==> config.mk <==
export PLATFORM = sky130hd
export DESIGN_NAME = crp16_writeback_queue
export DESIGN_NICKNAME = d
export VERILOG_FILES = /design/src/rtl/crp16_writeback_queue.sv
export SDC_FILE = /design/constraint.sdc
export NUM_CORES = 1
export LEC_CHECK = 0
export BUFFER_PORTS_ARGS = -buffer_cell sky130_fd_sc_hd__buf_2
export CAP_MARGIN = 10
export CORE_MARGIN = 2
export CORE_UTILIZATION = 59
export CTS_BUF_LIST = sky130_fd_sc_hd__clkbuf_8
export DETAILED_ROUTE_END_ITERATION = 10
export GPL_TIMING_DRIVEN = 0
export MAX_ROUTING_LAYER = met4
export PLACE_DENSITY = 0.82
export SYNTH_ARGS = -nofsm -noshare
export SYNTH_HDL_FRONTEND = slang
export SYNTH_SLANG_ARGS = --single-unit
==> constraint.sdc <==
create_clock -name clock -period 5 [get_ports clock]
set_clock_uncertainty 0.2 [all_clocks]
set_input_delay 0.5 -clock clock [delete_from_list [all_inputs] [get_ports clock]]
set_output_delay 0.5 -clock clock [all_outputs]
set_load 0.01 [all_outputs]
==> src/rtl/crp16_writeback_queue.sv <==
// CRP16 writeback queue: merges ALU and memory-unit results into an in-order
// FIFO and drains one entry per cycle onto the register-file write port.
// Memory results are older than ALU results, so mem is enqueued ahead of alu
// when both are accepted on the same edge.
module crp16_writeback_queue #(
  parameter int unsigned DEPTH = 4
) (
  input  logic                       clock,
  input  logic                       reset,
  input  logic                       alu_valid,
  input  logic [2:0]                 alu_sel,
  input  logic [15:0]                alu_val,
  output logic                       alu_ready,
  input  logic                       mem_valid,
  input  logic [2:0]                 mem_sel,
  input  logic [15:0]                mem_val,
  output logic                       mem_ready,
  output logic                       write,
  output logic [2:0]                 write_sel,
  output logic [15:0]                write_val,
  output logic [7:0]                 pending,
  output logic [$clog2(DEPTH):0]     count
);

  localparam int unsigned PW = $clog2(DEPTH);
  localparam int unsigned CW = PW + 1;

  logic [2:0]    sel_q [DEPTH];
  logic [15:0]   val_q [DEPTH];
  logic [PW-1:0] rd_ptr;
  logic [PW-1:0] wr_ptr;
  logic [PW-1:0] alu_slot;
  logic [CW-1:0] free;
  logic          nonempty;
  logic          mem_acc;
  logic          alu_acc;

  // Free slots count the head being popped this cycle; readies and accepts follow.
  always_comb begin
    nonempty  = (count != '0);
    free      = CW'(DEPTH) - count + CW'(nonempty);
    mem_ready = !reset && (free >= CW'(1));
    alu_ready = !reset && ((free >= CW'(2)) || ((free >= CW'(1)) && !mem_valid));
    mem_acc   = mem_valid && mem_ready;
    alu_acc   = alu_valid && alu_ready;
    alu_slot  = wr_ptr + PW'(mem_acc);
  end

  // Head entry drives the write port; zero when the queue is empty.
  always_comb begin
    write     = nonempty;
    write_sel = '0;
    write_val = '0;
    if (nonempty) begin
      write_sel = sel_q[rd_ptr];
      write_val = val_q[rd_ptr];
    end
  end

  // Pending mask: OR of one-hot destinations over occupied slots, head included.
  // A slot is occupied when its distance from rd_ptr (mod DEPTH) is below count.
  always_comb begin
    pending = '0;
    for (int unsigned i = 0; i < DEPTH; i++) begin
      if ({1'b0, PW'(i) - rd_ptr} < count)
        pending[sel_q[i]] = 1'b1;
    end
  end

  // FIFO state: enqueue mem then alu at consecutive slots, pop head every non-empty cycle.
  always_ff @(posedge clock) begin
    if (reset) begin
      rd_ptr <= '0;
      wr_ptr <= '0;
      count  <= '0;
      for (int unsigned i = 0; i < DEPTH; i++) begin
        sel_q[i] <= '0;
        val_q[i] <= '0;
      end
    end else begin
      if (mem_acc) begin
        sel_q[wr_ptr] <= mem_sel;
        val_q[wr_ptr] <= mem_val;
      end
      if (alu_acc) begin
        sel_q[alu_slot] <= alu_sel;
        val_q[alu_slot] <= alu_val;
      end
      wr_ptr <= wr_ptr + PW'(mem_acc) + PW'(alu_acc);
      rd_ptr <= rd_ptr + PW'(nonempty);
      count  <= count + CW'(mem_acc) + CW'(alu_acc) - CW'(nonempty);
    end
  end

endmodule

### Word-level counts from Yosys, hierarchy flattened

Memory sizes are Yosys's and may differ from the RTL's. A register that Yosys moved wholly into a read port is not among the register bits.
Cells that the tools add are included.

* add/subtract/negate cells: 12
* muxes and demuxes: 36
* bitwise operators: 3
* reduce and logical (&&, ||, !) cells: 17
* magnitude comparators: 14

Operator list (count)
* 2-to-1 mux 16 bit: 3
* 2-to-1 mux 8 bit: 4
* OR reduction 16 bit: 2
* OR 8 bit: 3
* less-than comparator 3 x 4 -> 1 bit (second input constant): 4
* 2-to-1 mux 1 bit: 16
* greater-or-equal comparator 3 x 1 -> 1 bit (second input constant): 5
* demux 1 bit (select 3 bit): 4
* less-than comparator 2 x 3 -> 1 bit: 4
* 2-to-1 mux 2 bit: 6
* adder 3 x 1 -> 3 bit: 3
* logical AND 1 bit: 9
* 2-to-1 mux 3 bit: 3
* adder 2 x 1 -> 2 bit: 3
* OR reduction 3 bit: 2
* subtractor 1 x 2 -> 2 bit (first input constant): 2
* subtractor 2 bit (first input constant): 2
* greater-or-equal comparator 3 x 2 -> 1 bit (second input constant): 1
* nonzero test 3 bit: 1
* subtractor 3 x 1 -> 3 bit: 1
* subtractor 3 bit (first input constant): 1
* logical NOT 1 bit: 2
* logical OR 1 bit: 1

* flip-flop bits (word level): 7
* word-level logic and storage cells: 87
* output and inout port bits: 33
* memories: 2
* bits of input ports: 42
* memory bits (writable): 76

Memories
* val_q: depth 4, bits a word 16, rd ports 1, clocked after Yosys merged registers in 1, wr ports 4, RTL line 29 `logic [15:0] val_q [DEPTH];`
* sel_q: depth 4, bits a word 3, rd ports 5, clocked after Yosys merged registers in 1, wr ports 4, RTL line 28 `logic [2:0] sel_q [DEPTH];`

### Logic depth before layout (Yosys ltp)

* depth after elaboration: 12
* depth in mapped cells: 17
* depth with buffers taken out: 14

### Worst setup path after synthesis

Ideal clock, no wire load.

* kind: register -> register
* start point: register count[2]
* end point: memory sel_q[2][0] (enable)
* data required time: 4.424 ns
* path slack: 0.513 ns
* stages on the path, launching flop included: 15
* arrival: 3.911 ns
* buffers on the path: 4
* path through: dfxtp_1 -> buf_4 -> nor3_1 -> clkbuf_1 -> ha_1 -> inv_1 -> ha_1 -> nor2b_1 -> a21oi_1 -> buf_2 -> ha_1 -> or3b_2 -> a211oi_2 -> buf_2 -> or3_1

RTL lines
* start, declared: RTL line 22 `output logic [$clog2(DEPTH):0] count`
* start signal, assigned: RTL line 91 `count <= count + CW'(mem_acc) + CW'(alu_acc) - CW'(nonempty);`
* end, declared: RTL line 28

==> impl_metrics.yaml <==
timing:
  finalHoldViolCount: 0
  setup_violations: 0
  fin_crit_sh_pct: 94.71
  rsz0062_at_grt: "no"
  worst_pin_slew_ns: 0.7702
  tns_ns: 0
  final.min_clock_period_ns: 4.736
  finalMaxSlewViolations: 0
  holdWs_ns: 0.2517
  slew_headroom_pct: 48.65
  max_freq_ghz: 0.2112
drt:
  routed_wl_um: 13630
  wire_per_inst_um: 19.46
  dr.pass1.iters: 5
  detail_route.iter0.violations: 487
  drcViolationCount: 0
  via_per_inst: 6.156
  num_vias: 4309
  antenna_left: 0
floorplan:
  ioPinCount: 75
  die-area_sq_mm: 0.009191
  die_w_um: 95.87
  core_area_sq_mm: 0.008217
  start_util_pct: 60.61
  dieHeight_um: 95.87
  core.rowCount: 33
global_routing:
  first_global_vias: 4199
  grt_pass1_wl_um: 20730
  antenna_found_initial: 1
  track_usage_pct: 31.82
  grt_max_degree: 20
  grt.overflow.total: 0
power_and_ir_drop:
  seq_power_share_pct: 34.8
  ir_drop_uv: 244.3
  pwr-share-comb_pct: 50.9
  power_density_mw_per_mm2: 557.4
  p_sw_share_pct: 41.04
  p_int_uw: 1882
  switching_power_uw: 1310
  power.leakage_uw: 0.002137
  pwr-share-clk_pct: 14.4
  power_uw: 3192
worst_setup_path:
  rrSetupSlack_ns: 0.26
  cp-start-kind: "flop"
  cp-end-kind: "flop"
  path_cells: "buf_4, nor3_1, clkbuf_2, ha_1, inv_1, ha_1, xnor2_4, a21oi_1, buf_2, ha_1, or3b_2, a211oi_2, buf_2, or3_4, buf_12"
  crit_slowest_cell: "or3b_2"
  required_ns: 4.88
  worstSetupPathType: "reg -> reg"
  timing.critical_path.mode_cell: "ha_1"
  cp_max_fo: 12
  cpPeakStageDelay_ns: 0.52
  crit_arrival_ns: 4.61
synth:
  synth-main-ff-cell: "edfxtp_1"
  synth-simple-area-share_pct: 20.08
  synth_compound_area_share_pct: 13.44
  synth_enable_flop_cells: 76
  synth_top_area_share_pct: 45.83
  syn_inst: 502
  yosysSeqAreaShare_pct: 48.64
  ys_warn_count: 0
  synth-xor-area-share_pct: 1.784
  synth_top_cell_by_area: "edfxtp_1"
  yosys.area_share.adder_pct: 3.317
  muxShareOfSynthArea_pct: 8.593
  ys_top_cells_by_area: "edfxtp_1, nand2_1, mux4_2"
  synth-seq-cells: 83
  synth_top_family_by_area: "simple AND/OR/NAND/NOR gates"
  avgSynthCellArea_sq_um: 9.920
  async_flop_share_pct: 0
  ys_types: 45
  syn-num-nets: 556
  synth_area_sq_mm: 0.004980
cells_and_area:
  area_growth_pct: 14.97
  mostFrequentLayoutCells: "nand2_1, buf_2, edfxtp_1"
  finalNonFillerCells: 700
  drive_gt1_share_pct: 25.25
  nets: 643
  final_common_cell: "nand2_1"
  final_core_util_pct: 69.68
cts:
  hold_buffers: 0
  cts.htree.levels: 3
  cts_root_buf: "clkbuf_8"
  cts_tree: "yes"
  clk_latency_ns: 0.35
  cts.clk_slew.worst_paths_ns: 0.09
  cts_buffers: 9
  clock_path_buffers: 2
  cts.sinks: 83
place:
  hpwl_um: 9292
  routabilityCongestion: 0.9561
  dpl.cell_count: 681
  io_buffers: 74
run:
  drv_cap: 0
run_status:
  status: "finished, final reports clean"
hold_path:
  hold_path_class: "in -> reg"
-- timing repair --
item / CTS / global route
endpoints found under the setup margin: 89 / 90
gates resized for setup: 5 / 5
buffers inserted: 0 / 2
cloned: 0 / 0
pin swaps: 0 / 1
-- metal layers --
metal / up-vias / GRT usage (%) / wire length (um)
li1: 1959 / - / -
met1: 1975 / 37.64 / 4893
met2: 319 / 50.87 / 6707
met3: 56 / 7.361 / 1563
met4: 0 / 16.90 / 461
met5: - / - / 0
-- logic make-up (layout without fill, tap and decap cells) --
group                    after synthesis  in the layout
adder cells (fa/ha/maj)               12             12
AND/OR/NAND/NOR                      225            225
flip-flops                            83             83
buffers and inverters                 47            139
other                                  0              1
multiplexers                          19             19
XOR/XNOR                               8              8
AO/OA/AOI/OAI                        108            108
-- final timing paths --
check	start	cells past startpoint	endpoint
setup / recovery	count[2]	15	sel_q[2][2]
hold / removal	alu_val[4]	3	val_q[2][4]
setup reg to reg	count[2]	15	sel_q[2][2]
hold reg to reg	count[1]	3	count[2]
-- power groups by stage --
stage	combinational (uW)	clock, uW	sequential [uW]
3_5_place_dp	1590	0	1130
3_3_place_gp	1530	0	1110
4_1_cts	1600	457	1110
6_report	1620	458	1110
5_1_grt	1790	485	1130
2_1_floorplan	1110	0	1090
-- layout make-up --
cell class | instances | area (sq um)
Tap cell | 105 | 131.4
Timing Repair Buffer | 76 | 410.4
Fill cell | 621 | 2491
Buffer | 32 | 152.6
Sequential cell | 83 | 2422
Clock buffer | 9 | 123.9
Inverter | 15 | 56.30
Antenna cell | 1 | 2.502
Clock inverter | 7 | 60.06
Multi-Input combinational cell | 372 | 2366
-- registers in the layout, summed over array words and instances (netlist names) --
register,cells
wr_ptr,2
count,3
sel_q,12
rd_ptr,2
val_q,64
-- synthesized netlist by cell type (4+ instances only) --
master / number
clkbuf_1: 12
o21ai_1: 11
nor2_1: 8
nand2b_1: 9
xnor2_1: 5
inv_1: 15
nor2b_1: 31
a211oi_2: 4
mux4_2: 19
nand2_1: 156
edfxtp_1: 76
dfxtp_1: 7
ha_1: 10
o21ai_0: 65
buf_2: 15
-- worst max-delay path, delay by kind of cell (launching register included) --
kind	cells	cell delay [ns]
AND/OR/NAND/NOR	3	1.04
flip-flops	1	0.32
adder cells (fa/ha/maj)	3	0.78
buffers and inverters	6	1.28
AO/OA/AOI/OAI	2	0.47
XOR/XNOR	1	0.36
-- per-stage QoR --
stage | instance area, sq um | setup slack [ns]
floorplan | 4980 | 0.5128
global placement | 5482 | -0.4147
detailed placement | 5482 | -0.6153
CTS | 5674 | 0.04040
global route | 5725 | 0.009420
finish | 5725 | 0.2643
No activity file was read; power rests on OpenSTA's default activity.
